[config.mk]
export PLATFORM = sky130hd
export DESIGN_NAME = mining_job_ctrl
export DESIGN_NICKNAME = d
export VERILOG_FILES = /design/src/rtl/mining_job_ctrl.sv
export SDC_FILE = /design/constraint.sdc
export NUM_CORES = 2
export LEC_CHECK = 0
export CAP_MARGIN = 20
export CORE_AREA = 4 4 353 355
export DETAILED_ROUTE_END_ITERATION = 8
export DIE_AREA = 0 0 357 359
export GPL_ROUTABILITY_DRIVEN = 1
export PLACE_DENSITY = 0.65
export SLEW_MARGIN = 10
export SYNTH_ARGS = -nofsm -noshare
export SYNTH_HDL_FRONTEND = slang
export SYNTH_SLANG_ARGS = --single-unit
[constraint.sdc]
create_clock -name hash_clk -period 7.7 [get_ports hash_clk]
set_clock_uncertainty 0.2 [all_clocks]
set_input_delay 1.925 -clock hash_clk [delete_from_list [all_inputs] [get_ports hash_clk]]
set_output_delay 1.925 -clock hash_clk [all_outputs]
set_load 0.01 [all_outputs]
[src/rtl/mining_job_ctrl.sv]
// rtl/mining_job_ctrl.sv - job/result front end for fpgaminer_top; optional JOBCTRL_STATS_EN adds stat_jobs/stat_found
module mining_job_ctrl #(
   parameter int LOOP_LOG2 = 5,
   parameter int DRAIN     = 2 * (1 << LOOP_LOG2) + 4
) (
   input  logic         hash_clk,
   input  logic         reset,
   input  logic         job_valid,
   output logic         job_ready,
   input  logic [255:0] job_midstate,
   input  logic [95:0]  job_data,
   input  logic [31:0]  job_nonce_min,
   input  logic [31:0]  job_nonce_max,
   input  logic         abort,
   output logic [255:0] miner_midstate,
   output logic [95:0]  miner_work_data,
   output logic [31:0]  miner_nonce_min,
   output logic [31:0]  miner_nonce_max,
   output logic         miner_reset,
   input  logic [31:0]  miner_golden_nonce,
   input  logic         miner_new_golden_nonce,
   output logic         res_valid,
   input  logic         res_ready,
   output logic [31:0]  res_nonce,
   output logic [1:0]   res_status,
`ifdef JOBCTRL_STATS_EN
   output logic [31:0]  stat_jobs,
   output logic [31:0]  stat_found,
`endif
   output logic         busy
);

   localparam logic [1:0]  ST_REJECTED  = 2'b00;
   localparam logic [1:0]  ST_FOUND     = 2'b01;
   localparam logic [1:0]  ST_EXHAUSTED = 2'b10;
   localparam logic [1:0]  ST_ABORTED   = 2'b11;
   localparam logic [31:0] DRAIN_LAST   = 32'(DRAIN - 1);

   typedef enum logic [2:0] {
      S_IDLE, S_LOAD, S_START, S_MINE, S_DRAIN, S_REPORT
   } state_t;

   state_t state;

   logic                 slot_full;
   logic [255:0]         slot_midstate;
   logic [95:0]          slot_data;
   logic [31:0]          slot_min;
   logic [31:0]          slot_max;

   logic [LOOP_LOG2-1:0] per_cnt;
   logic [32:0]          done_cnt;
   logic [32:0]          span;
   logic [31:0]          drain_cnt;
   logic                 gold_q;

   logic pop;
   logic gold_hit;
   logic abort_hit;
   logic res_hs;

   assign job_ready = ~slot_full;
   assign pop       = (state == S_IDLE) && slot_full;
   assign res_hs    = res_valid && res_ready;
   assign gold_hit  = miner_new_golden_nonce && !gold_q &&
                      (state == S_MINE || state == S_DRAIN);
   assign abort_hit = abort && (state == S_LOAD || state == S_START ||
                                state == S_MINE || state == S_DRAIN);

   // Single pending-job slot: filled on handshake, emptied when IDLE pops it.
   always_ff @(posedge hash_clk) begin
      if (reset) begin
         slot_full     <= 1'b0;
         slot_midstate <= '0;
         slot_data     <= '0;
         slot_min      <= '0;
         slot_max      <= '0;
      end else if (pop) begin
         slot_full <= 1'b0;
      end else if (job_valid && !slot_full) begin
         slot_full     <= 1'b1;
         slot_midstate <= job_midstate;
         slot_data     <= job_data;
         slot_min      <= job_nonce_min;
         slot_max      <= job_nonce_max;
      end
   end

   // Registered copy of the golden strobe for rising-edge detection.
   always_ff @(posedge hash_clk) begin
      if (reset) gold_q <= 1'b0;
      else       gold_q <= miner_new_golden_nonce;
   end

   // Job FSM: abort beats golden beats exhaustion; all outputs registered.
   always_ff @(posedge hash_clk) begin
      if (reset) begin
         state           <= S_IDLE;
         miner_midstate  <= '0;
         miner_work_data <= '0;
         miner_nonce_min <= '0;
         miner_nonce_max <= '0;
         miner_reset     <= 1'b0;
         res_valid       <= 1'b0;
         res_nonce       <= '0;
         res_status      <= ST_REJECTED;
         busy            <= 1'b0;
         per_cnt         <= '0;
         done_cnt        <= '0;
         span            <= '0;
         drain_cnt       <= '0;
      end else begin
         miner_reset <= 1'b0;
         if (abort_hit) begin
            state      <= S_REPORT;
            res_valid  <= 1'b1;
            res_status <= ST_ABORTED;
            res_nonce  <= '0;
         end else if (gold_hit) begin
            state      <= S_REPORT;
            res_valid  <= 1'b1;
            res_status <= ST_FOUND;
            res_nonce  <= miner_golden_nonce;
         end else begin
            case (state)
               S_IDLE: begin
                  if (slot_full) begin
                     busy <= 1'b1;
                     if (slot_min > slot_max) begin
                        state      <= S_REPORT;
                        res_valid  <= 1'b1;
                        res_status <= ST_REJECTED;
                        res_nonce  <= '0;
                     end else begin
                        miner_midstate  <= slot_midstate;
                        miner_work_data <= slot_data;
                        miner_nonce_min <= slot_min;
                        miner_nonce_max <= slot_max;
                        state           <= S_LOAD;
                     end
                  end
               end
               // Give the miner one cycle to see the new work before its reset.
               S_LOAD: state <= S_START;
               S_START: begin
                  miner_reset <= 1'b1;
                  per_cnt     <= '0;
                  done_cnt    <= '0;
                  span        <= {1'b0, miner_nonce_max} - {1'b0, miner_nonce_min} + 33'd1;
                  state       <= S_MINE;
               end
               S_MINE: begin
                  per_cnt <= per_cnt + LOOP_LOG2'(1);
                  if (&per_cnt) done_cnt <= done_cnt + 33'd1;
                  if (done_cnt == span) begin
                     state     <= S_DRAIN;
                     drain_cnt <= '0;
                  end
               end
               // Let the pipeline flush results for the last nonces.
               S_DRAIN: begin
                  if (drain_cnt == DRAIN_LAST) begin
                     state      <= S_REPORT;
                     res_valid  <= 1'b1;
                     res_status <= ST_EXHAUSTED;
                     res_nonce  <= miner_nonce_max;
                  end else begin
                     drain_cnt <= drain_cnt + 32'd1;
                  end
               end
               S_REPORT: begin
                  if (res_ready) begin
                     res_valid <= 1'b0;
                     busy      <= 1'b0;
                     state     <= S_IDLE;
                  end
               end
               default: state <= S_IDLE;
            endcase
         end
      end
   end

`ifdef JOBCTRL_STATS_EN
   // Result counters, advanced on each accepted result.
   always_ff @(posedge hash_clk) begin
      if (reset) begin
         stat_jobs  <= '0;
         stat_found <= '0;
      end else if (res_hs) begin
         stat_jobs <= stat_jobs + 32'd1;
         if (res_status == ST_FOUND) stat_found <= stat_found + 32'd1;
      end
   end
`endif

endmodule

Word-level counts from Yosys, hierarchy flattened:

Cells that the tools add are included.

* $add $sub $neg: 5
* magnitude comparators: 1
* equal/unequal tests: 21
* multiplexer cells: 35
* bitwise gates (word level): 5
* reduce and logical (&&, ||, !) cells: 34

Operator list (count)
* 2-to-1 mux 32 bit: 6
* case mux 32 bit (2 select lines): 2
* adder 33 x 1 -> 33 bit (second input constant): 2
* case mux 33 bit (2 select lines): 1
* equality test 33 bit: 1
* 2-to-1 mux 33 bit: 1
* subtractor 32 x 32 -> 33 bit: 1
* adder 32 x 1 -> 32 bit (second input constant): 1
* equality test 32 x 7 -> 1 bit (second input constant): 1
* > comparator 32 bit: 1
* AND reduction 5 bit: 5
* 2-to-1 mux 3 bit: 7
* AND reduction 4 bit: 5
* case mux 3 bit (6 select lines): 1
* != test 4 x 3 -> 1 bit (second input constant): 3
* 2-to-1 mux 2 bit: 5
* case mux 5 bit (2 select lines): 1
* 2-to-1 mux 1 bit: 8
* != test 4 bit (second input constant): 2
* equality test 3 x 2 -> 1 bit (second input constant): 2
* equality test 3 bit (second input constant): 2
* != test 2 x 1 -> 1 bit (second input constant): 3
* != test 2 bit (second input constant): 3
* != test 3 x 2 -> 1 bit (second input constant): 2
* 19 further kinds: 35

* flip-flop bits (word level): 977
* input bits: 454
* output and inout port bits: 454
* logic and storage cells: 122

Depth between registers and ports, before layout:

* depth in word-level cells: 7
* gate-level depth with buffers: 14
* mapped depth without buffers: 14

Worst setup path before layout:

No wires, ideal clock.

* path kind: input port to flip-flop
* start: input abort
* end: register done_cnt[30]
* setup time: 0.128 ns
* data arrival time: 3.545 ns
* required time: 7.372 ns
* path slack: 3.827 ns
* cell stages on the path: 9
* buffers on the path: 1
* cell sequence: or3b_1 -> and4bb_1 -> nand4_1 -> or2_1 -> clkbuf_1 -> nor2_1 -> nand3_1 -> xor2_1 -> nor2_1

* longest elaborated chain between the ends: 3

RTL lines
* from (decl): line 14 `input logic abort,`
* logical AND 1 bit: line 67 `assign abort_hit = abort && (state == S_LOAD || state == S_START ||`
* inverter 1 bit (no source line)
* AND reduction 4 bit (no source line)
* to (signal assigned): line 154 `if (&per_cnt) done_cnt <= done_cnt + 33'd1;`
* to (decl): line 52 `logic [32:0] done_cnt;`

No other way between the ends.
A chain may end at the register's enable or synchronous reset.

Worst setup path after layout:

* start: input miner_new_golden_nonce
* end: register res_nonce[30]

* longest elaborated chain between the ends: 4
* elaborated cells between the ends (all ways): 8
* those cells by class: eq/ne: 3; mux: 1; reduce/logical: 4

RTL lines
* from (decl): line 21 `input logic miner_new_golden_nonce,`
* logical AND 1 bit * (2 in a row): line 65 `assign gold_hit = miner_new_golden_nonce && !gold_q &&`
* != test 3 x 2 -> 1 bit (no source line) (tied with other cells)
* AND reduction 4 bit (no source line)
* to (signal assigned): line 123 `res_nonce <= miner_golden_nonce;`
* to (signal assigned): line 166 `res_nonce <= miner_nonce_max;`
* to (decl): line 24 `output logic [31:0] res_nonce,`

Mark *: on every way between the ends. The rest lies on a longest branch, timed or not.

==> results.txt <==
----------------------------------------------------
[Run status]
  Result of the run ... finished clean

[Floorplan]
  Number of ports placed on the die boundary ... 908
  Die Span X ... 357 um
  Chip Height ... 359 um
  Number of core rows ... 128
  Core ar. ... 121000 um2
  Area enclosed by the die boundary ... 128000 um2
  Initial Util ... 31.6%

[Worst hold path]
  End of the worst hold path ... slot_midstate[163]$_SDFFE_PP0P_
  Hold/Removal Path Class ... reg2reg
  Hold path depth ... 2
  Hold Crit Start ... slot_midstate[163]$_SDFFE_PP0P_

[Synth]
  Yosys top cell area share ... 51.0%
  Commonest register cell after synthesis ... sky130_fd_sc_hd__dfxtp_1
  Yosys Warn Count ... 0
  Fraction of the yosys area taken by sequential cells ... 51.0%
  Async set or reset register ratio after synthesis ... 0%
  Flip-flop and latch count after synthesis ... 977
  EDFF count, synth ... 0
  Post-synth cell types ... 64
  Top cell type by total area after synthesis ... sky130_fd_sc_hd__dfxtp_1
  Summed instance area of the synthesized netlist ... 38300 um2
  Average footprint of a synthesized cell ... 8.79 um2
  Post-Syn Nets ... 4915
  Cells after Synth ... 4361
  Synth top area cells ... sky130_fd_sc_hd__dfxtp_1 (51%), sky130_fd_sc_hd__mux2i_1 (11%), sky130_fd_sc_hd__nand2_1 (9.0%)

[Route]
  Remaining antenna violation count ... 0
  Drt first pass iters ... 8
  Top layer used by detailed routing ... met5
  DR WL met2 ... 59700 um
  DRT met1 WL ... 56600 um
  Final routed wirelength across all metal layers ... 131000 um
  DRC violation count after routing ... 0
  Routed wire length per instance ... 19.0 um
  Length of routed met3 wiring ... 10400 um
  Vias ... 32600
  Vias per inst ... 4.76
  Number of DRC markers in iteration 0 ... 2337

[STA]
  Post-Route Setup TNS ... 0 ns
  Slew at the pin closest to its max-slew limit ... 1.11 ns
  Slew margin rel. ... 26.3%
  Unrepaired setup endpoints after global routing ... no
  Share of the clock period used by the worst path after layout ... 58.7%
  Hold Fails Final Rpt ... 0
  Maximum frequency from static timing analysis ... 221 MHz
  Number of setup violations in the final report ... 0
  Final Slew Violations ... 0
  Shortest period the worst path allows ... 4.52 ns

[CTS]
  Root Driver ... sky130_fd_sc_hd__clkbuf_16
  Clock slew at reported path FFs ... 0.06 ns
  Maximum root-to-sink buffer count ... 3
  CTS buffer count ... 104
  # hold bufs at CTS ... 0
  Setup fix buffers added after clock tree synthesis ... 0
  Clock tree from TritonCTS ... done
  Post-cts sizing count ... 0
  Num Clock Sinks ... 977
  Worst-skew pair later-pin latency ... 0.68 ns
  Number of H-tree levels ... 3

[Worst setup path]
  Req. time, crit path ... 8.04 ns
  Critical path arrival ... 4.86 ns
  Terminus of the critical flop-to-flop path ... miner_midstate[37]$_SDFFE_PP0P_
  Depth of the worst register-to-register path ... 12
  Crit start category ... input pin
  R2r setup slk ... 3.26 ns
  R2r startpoint ... slot_max[17]$_SDFFE_PP0P_
  CP Capture Type ... flip-flop
  Type of the worst setup path ... in2reg
  Top fanout value on the critical path ... 35

[Final layout]
  Fill cell count ... 11900
  Layout cells sized above 1 ... 4.11%
  Post-layout util ... 43.0%
  Area delta synth->final ... 36.3%
  Net count reported at finish ... 5675
  Multi-input gate area in the final layout ... 17100 um2
  Storage cell area ... 19600 um2
  Number of standard cells in the layout, taps in and fillers out ... 6858

[Global routing]
  GR Util All Layers ... 19.3%
  Remaining global-route overflow ... 0
  Pin count of the biggest net entering global routing ... 234
  Number of global-route vias before repair ... 30700
  Number of antenna violations at the first check in global routing ... 42
  First-pass GRT wire length ... 193000 um

[Pwr]
  Internal Dissipation ... 9.87 mW
  Pwr dens ... 268 nW/um2
  Power spent charging and discharging nets ... 4.14 mW
  Combinational Power Share ... 22.9%
  Switching fraction of total power ... 29.6%
  Sequential Power Share ... 40.9%
  Clock network fraction of design power ... 36.2%
  Worst IR Drop VDD ... 0.182 mV
  Leak Pwr ... 22.1 nW

[Placed design]
  Placed insts ... 6640
  Port Buf Inserts ... 907
  GPL Wtd Cong ... 0.863
  HPWL after detailed placement ... 94800 um

[Job]
  Count of max-cap constraint violations ... 0

----------------------------------------------------
-- cell usage in the layout (no fill, tap or decap), drive strengths merged, types with 10 or more instances in the layout --
cell type / count
dfxtp: 977
nor3: 30
a211oi: 70
a21o: 18
xor2: 70
nand2b: 10
nor2b: 11
a21oi: 493
buf: 33
a22o: 36
diode: 31
clkbuf: 157
o21ai: 71
clkinv: 19
nand2: 922
mux2i: 417
nor4: 17
or3: 30
xnor2: 34
nor2: 498
nand3: 33
clkdlybuf4s50: 906
inv: 131
ha: 99
nand4: 28
-- routing by layer --
layer	global-route usage [%]	vias up
li1	-	16100
met1	24.8	15500
met2	30.6	863
met3	6.24	195
met4	6.46	16
met5	0	-
-- synth_stat cells, types with 4 or more instances --
library cell	count
sky130_fd_sc_hd__o21bai_1	4
sky130_fd_sc_hd__clkbuf_1	227
sky130_fd_sc_hd__a21o_1	18
sky130_fd_sc_hd__nor3_1	29
sky130_fd_sc_hd__nand2_1	922
sky130_fd_sc_hd__nor2b_1	11
sky130_fd_sc_hd__nand4_1	28
sky130_fd_sc_hd__xnor2_1	34
sky130_fd_sc_hd__buf_2	19
sky130_fd_sc_hd__or4_1	7
sky130_fd_sc_hd__o21ai_1	5
sky130_fd_sc_hd__nor2_1	498
sky130_fd_sc_hd__mux2i_1	417
sky130_fd_sc_hd__o21a_1	7
sky130_fd_sc_hd__and3_1	8
sky130_fd_sc_hd__nand2b_1	10
sky130_fd_sc_hd__a21oi_1	493
sky130_fd_sc_hd__dfxtp_1	977
sky130_fd_sc_hd__buf_4	30
sky130_fd_sc_hd__xor2_1	70
sky130_fd_sc_hd__ha_1	99
sky130_fd_sc_hd__inv_1	128
sky130_fd_sc_hd__nor3b_1	5
sky130_fd_sc_hd__nand3_1	32
sky130_fd_sc_hd__nor4_1	16
sky130_fd_sc_hd__buf_1	8
sky130_fd_sc_hd__o21ai_0	66
sky130_fd_sc_hd__a211oi_1	70
sky130_fd_sc_hd__or3_1	29
sky130_fd_sc_hd__o211ai_1	6
sky130_fd_sc_hd__a22o_1	36
-- worst max-delay path, cell delays in order --
cell                              delay [ns]
sky130_fd_sc_hd__clkdlybuf4s50_1        0.45
sky130_fd_sc_hd__nor2b_1                0.18
sky130_fd_sc_hd__o21a_1                 0.11
sky130_fd_sc_hd__buf_4                  0.26
sky130_fd_sc_hd__a21oi_4                0.83
sky130_fd_sc_hd__a21o_1                 0.61
sky130_fd_sc_hd__buf_4                  0.35
sky130_fd_sc_hd__a211oi_1               0.12
-- cells by family after synthesis --
logic type,Yosys count,share of synthesized area (%)
flip-flops,977,51.0
AND/OR/NAND/NOR,1617,17.1
AO/OA/AOI/OAI,731,10.9
buffers and inverters,414,4.43
adder cells (fa/ha/maj),100,3.28
XOR/XNOR,104,2.38
multiplexers,418,10.9
-- area by class of cell --
cell class	count	share of cell area (%)
sequential	977	37.4
tap	1625	3.89
inverter	129	0.927
timing repair buffer	939	18.2
clock buffer	157	6.00
antenna	31	0.149
multi-input combinational	2970	32.8
clock inverter	30	0.666
-- sequential cells by signal, indices dropped and copies added, names as in the netlist, 5 cells and up --
signal           count
slot_min            32
miner_nonce_min     32
miner_work_data     96
drain_cnt           32
slot_midstate      256
span                33
miner_midstate     256
done_cnt            33
slot_data           96
miner_nonce_max     32
slot_max            32
res_nonce           32
per_cnt              5
-- power by group through the flow --
stage	clock [mW]	combinational (mW)	sequential [mW]
CTS	5.20	3.22	5.72
finish	5.08	3.21	5.73
floorplan	0	1.97	5.81
detailed placement	0	3.21	5.83
global placement	0	3.17	5.82
global route	5.39	3.49	5.77
-- through the flow --
stage               setup slack (ns)  instance area (um2)  hold WS [ns]  power [mW]
global placement                2.51                48700         0.241        8.99
finish                          3.18                52200         0.250        14.0
floorplan                       3.83                38300         0.236        7.78
detailed placement              2.51                48700         0.246        9.04
global route                    3.08                52200         0.265        14.7
CTS                             3.25                52200         0.254        14.1
-- how the worst max path moves through the flow --
stage	start	to	slack [ns]	cells past startpoint
after global placement	miner_new_golden_nonce	res_nonce[14]$_SDFFE_PP0P_	2.51	8
after floorplan	abort	done_cnt[30]$_SDFFE_PP0P_	3.83	9
after CTS	miner_new_golden_nonce	res_nonce[30]$_SDFFE_PP0P_	3.25	8
final	miner_new_golden_nonce	res_nonce[30]$_SDFFE_PP0P_	3.18	8
after detailed placement	miner_new_golden_nonce	res_nonce[21]$_SDFFE_PP0P_	2.51	8
after global routing	slot_max[17]$_SDFFE_PP0P_	miner_midstate[31]$_SDFFE_PP0P_	3.08	12
No activity file was read; power rests on OpenSTA's default activity.
